==> src/rtl/serial_adder.sv <==
// Bit-serial WIDTH-bit adder: one full-adder slice built from two half_adder
// cells per cycle, with a carry flip-flop linking consecutive bits.

module half_adder (
  input  logic x,
  input  logic y,
  output logic s,
  output logic c
);
  assign s = x ^ y;
  assign c = x & y;
endmodule

module serial_adder #(
  parameter int WIDTH = 8,
  parameter int CNT_W = $clog2(WIDTH + 1)
) (
  input  logic             clk,
  input  logic             rst_n,
  input  logic             start,
  input  logic [WIDTH-1:0] a,
  input  logic [WIDTH-1:0] b,
  output logic             ready,
  output logic             busy,
  output logic             done,
  output logic [WIDTH-1:0] sum,
  output logic             carry_out
);

  // One-hot encoding so ready/busy/done are direct register bits.
  typedef enum logic [2:0] {
    IDLE = 3'b001,
    RUN  = 3'b010,
    DONE = 3'b100
  } state_t;

  state_t             state_r;
  state_t             state_nxt_s;
  logic [WIDTH-1:0]   a_sr_r;
  logic [WIDTH-1:0]   b_sr_r;
  logic [WIDTH-1:0]   res_sr_r;
  logic [WIDTH-1:0]   res_nxt_s;
  logic [WIDTH-1:0]   sum_r;
  logic [CNT_W-1:0]   cnt_r;
  logic               carry_r;
  logic               carry_out_r;
  logic               prop_s;
  logic               gen0_s;
  logic               gen1_s;
  logic               bit_sum_s;
  logic               bit_carry_s;
  logic               last_bit_s;

  half_adder u_ha0 (
    .x (a_sr_r[0]),
    .y (b_sr_r[0]),
    .s (prop_s),
    .c (gen0_s)
  );

  half_adder u_ha1 (
    .x (prop_s),
    .y (carry_r),
    .s (bit_sum_s),
    .c (gen1_s)
  );

  assign bit_carry_s = gen0_s | gen1_s;
  assign res_nxt_s   = {bit_sum_s, res_sr_r[WIDTH-1:1]};
  assign last_bit_s  = (cnt_r == CNT_W'(WIDTH - 1));

  // State register.
  always_ff @(posedge clk or negedge rst_n) begin
    if (!rst_n) begin
      state_r <= IDLE;
    end else begin
      state_r <= state_nxt_s;
    end
  end

  // Next-state decode; start is only honoured while idle.
  always_comb begin
    state_nxt_s = state_r;
    case (state_r)
      IDLE: begin
        if (start) begin
          state_nxt_s = RUN;
        end else begin
          state_nxt_s = IDLE;
        end
      end
      RUN: begin
        if (last_bit_s) begin
          state_nxt_s = DONE;
        end else begin
          state_nxt_s = RUN;
        end
      end
      DONE:    state_nxt_s = IDLE;
      default: state_nxt_s = IDLE;
    endcase
  end

  // Operand capture, bit-serial datapath and result registers.
  always_ff @(posedge clk or negedge rst_n) begin
    if (!rst_n) begin
      a_sr_r      <= '0;
      b_sr_r      <= '0;
      res_sr_r    <= '0;
      carry_r     <= 1'b0;
      cnt_r       <= '0;
      sum_r       <= '0;
      carry_out_r <= 1'b0;
    end else begin
      case (state_r)
        IDLE: begin
          if (start) begin
            a_sr_r  <= a;
            b_sr_r  <= b;
            carry_r <= 1'b0;
            cnt_r   <= '0;
          end
        end
        RUN: begin
          a_sr_r   <= {1'b0, a_sr_r[WIDTH-1:1]};
          b_sr_r   <= {1'b0, b_sr_r[WIDTH-1:1]};
          res_sr_r <= res_nxt_s;
          carry_r  <= bit_carry_s;
          cnt_r    <= cnt_r + CNT_W'(1);
          // Publish only on the final bit so partial sums stay hidden.
          if (last_bit_s) begin
            sum_r       <= res_nxt_s;
            carry_out_r <= bit_carry_s;
          end
        end
        DONE: begin
          cnt_r <= cnt_r;
        end
        default: begin
          cnt_r <= '0;
        end
      endcase
    end
  end

  assign ready     = state_r[0];
  assign busy      = state_r[1];
  assign done      = state_r[2];
  assign sum       = sum_r;
  assign carry_out = carry_out_r;

endmodule

==> config.mk <==
export PLATFORM = sky130hd
export DESIGN_NAME = serial_adder
export DESIGN_NICKNAME = d
export VERILOG_FILES = /design/src/rtl/serial_adder.sv
export SDC_FILE = /design/constraint.sdc
export NUM_CORES = 1
export LEC_CHECK = 0
export ABC_CLOCK_PERIOD_IN_PS = 2050
export CORE_ASPECT_RATIO = 1.2
export CORE_MARGIN = 5
export CORE_UTILIZATION = 45
export DETAILED_ROUTE_END_ITERATION = 10
export PLACE_DENSITY = 0.7
export SLEW_MARGIN = 30
export SYNTH_ARGS = -nofsm -noshare
export SYNTH_HDL_FRONTEND = slang
export SYNTH_SLANG_ARGS = --single-unit
export TNS_END_PERCENT = 10
==> constraint.sdc <==
create_clock -name clk -period 2.05 [get_ports clk]
set_input_delay 0.3075 -clock clk [delete_from_list [all_inputs] [get_ports clk]]
set_output_delay 0.3075 -clock clk [all_outputs]
set_load 0.03 [all_outputs]
==> results.tsv <==
stage	metric	value	unit
drt	met2_length	1710	um
floorplanning	core.rowCount	24	
floorplanning	pin_count	31	
run_status	status	finished, final reports clean	
critical_path	crit_buf_inv	1	
critical_path	slowest_stage	clkdlybuf4s50_1	
drt	num_vias	1178	
power	irDropWorstVdd	0.490	mV
critical_path	crit_arrival	1600	ps
sta	skew	7.12	ps
drt	ant_nets	0	
cts	cts_tree	yes	
drt	highest_layer	met4	
layout	fill_cells	313	
drt	drt-met1-wl	1520	um
sta	slew_headroom	61.2	%
yosys	synth_largest_area_cell	dfrtp_1	
sta	finalCritPeriodShare	92.9	%
floorplanning	die_area	5180	sq um
yosys	synth_top_area_share	56.5	%
yosys	ys_warn_count	0	
power	p_leak	0.961	nW
critical_path	path_cells	clkdlybuf4s50_1	
yosys	seq_area_frac_synth	58.0	%
yosys	synth_most_common_cell	dfrtp_1	
hold_path	hold_class	input port to asynchronous set/reset pin	
critical_path	cpLargestDelayFamily	buffers and inverters	
yosys	synth_seq_cells	40	
floorplanning	die-width	66.5	um
drt	via_per_inst	5.10	
layout	nNetsFinal	200	
placement	hpwl	2500	um
cts	cts.htree.levels	2	
layout	multiInputGateArea	677	sq um
critical_path	critPathCaptureType	output port	
cts	ctsResizeCount	0	
critical_path	cp_slowest_stage_delay	700	ps
drt	firstDrtPassIters	4	
global_route	grt_max_degree	28	
sta	clock.fmax	525	MHz
yosys	synthesis.nets	164	
sta	rsz0062_at_grt	no	
floorplanning	start_util	47.1	%
yosys	yosys.cell_types.count	27	
layout	fin_cells	231	
global_route	overflow	0	
layout	final_core_util	59.6	%
sta	setup_viol	0	
yosys	synth_flop_cell	dfrtp_1	
sta	hold_viol	0	
layout	drive_gt1_share	22.9	%
floorplanning	fp.dieH	77.9	um
cts	postCtsSetupBuffers	0	
global_route	antenna_found_initial	0	
critical_path	reg2regPathDepth	3	
drt	wl	3450	um
cts	clock_path_buffers	2	
drt	post_drt_wl_per_cell	14.9	um
sta	worst_pin_slew	582	ps
cts	clock-sinks	40	
layout	diodes	0	
sta	slew_viol_final	0	
layout	seqCellArea	1000	sq um
critical_path	critical_path_cell_count	1	
global_route	grt_pass1_vias	1254	
global_route	grt_pass1_wl	6040	um
cts	clockRootBuffer	clkbuf_8	
drt	wl_met3	143	um
sta	min_period	1900	ps
layout	area_delta_synth_final	26.5	%
placement	place.gp.congestion	0.760	
critical_path	worst_setup_path_start_kind	flip-flop	
power	power_per_cell_area	1150	nW/um^2
drt	drc_errors	0	
yosys	ys_top_cells_by_count	39 x dfrtp_1, 26 x nand2_1, 15 x nand2b_1, 14 x o221a_2, 9 x mux2_2	
critical_path	crit_fanout	10	
yosys	async_reset_ff_share	100	%
cts	clk_latency	290	ps
floorplanning	core_area	3660	sq um
yosys	synth_area_leaders	dfrtp_1 57%, o221a_2 9.1%, mux2_2 5.9%	
placement	dpl.cell_count	224	
run	cap_violations	0	
cts	clkTransAtPathRegs	70	ps
yosys	syn_avg_cell_area	12.1	sq um
cts	numCtsBuffers	5	
sta	final.setup.tns	0	ps
cts	cts_hold_buf	0	
yosys	synth_edf_count	0	
global_route	track_usage	15.7	%
placement	io_buffers	30	
yosys	synth.cell_area	1730	sq um
drt	drt_iter0_markers	72	
yosys	postSynthCellCount	143	
critical_path	critical_path_class	flip-flop to output port	
critical_path	required	1740	ps
==> final timing paths <==
check                      slack, ps        start           to
max                              150   state_r[0]        ready
min                               10        rst_n    b_sr_r[2]
max reg2reg                      260   state_r[0]       sum[5]
min reg2reg                      490  res_sr_r[1]  res_sr_r[1]
max in group asynchronous       1500        rst_n       sum[5]
min in group clk                 490  res_sr_r[1]  res_sr_r[1]
==> logic make-up (layout without fill, tap and decap cells) <==
kind of cell	count (synthesis)	count (layout)	synth area share [%]
AO/OA/AOI/OAI	25	25	13.8
adder cells (fa/ha/maj)	2	2	1.88
buffers and inverters	12	48	2.75
flip-flops	40	40	58.0
multiplexers	9	9	5.87
AND/OR/NAND/NOR	55	55	17.7
==> per-layer routing <==
metal  global-route usage (%)  vias to the layer above
li1                         -                      577
met1                     19.7                      568
met2                     24.5                       26
met3                     4.91                        7
met4                     7.32                        0
met5                        0                        -
==> final cells by class <==
class                   count  area share, %
clock buffers               6           3.32
well taps                  52           2.98
flip-flops and latches     40           45.9
repair buffers             37           15.9
multi-input cells          91           31.0
inverters                   4          0.687
clock inverters             1          0.229
==> where the power goes <==
group / switching, mW / internal, mW
Sequential: 0.172 / 1.04
Clock: 0.254 / 0.231
Combinational: 0.396 / 0.415
Total: 0.822 / 1.69
==> state kept, by name (all words and copies together), names as in the netlist <==
register and cells:
cnt_r 4, carry_out 1, state_r 3, carry_r 1
a_sr_r 8, sum 8, res_sr_r 7, b_sr_r 8
==> per-stage QoR <==
step	hold WS, ps	setup slack [ps]	area (sq um)	power, mW
after detailed placement	340	233	2110	2.05
final	12.5	146	2180	2.51
after global routing	51.4	88.9	2180	2.70
after CTS	22.9	130	2180	2.54
after global placement	332	223	2110	1.99
after floorplan	11.9	30.0	1730	1.76
==> cell usage in the layout, fill, tap and decap left out, types with 3 or more instances in the layout <==
| cell | Yosys | final |
|---|---|---|
| nand2_1 | 26 | 26 |
| nand2b_1 | 15 | 15 |
| nor3b_1 | 3 | 3 |
| clkdlybuf4s50_1 | 0 | 29 |
| a22o_1 | 3 | 3 |
| mux2_2 | 9 | 9 |
| nor2b_1 | 3 | 3 |
| o221a_2 | 14 | 14 |
| buf_4 | 0 | 7 |
| inv_1 | 4 | 4 |
| dfrtp_1 | 39 | 39 |
| clkbuf_8 | 0 | 5 |
(Power assumes the default switching activity.)
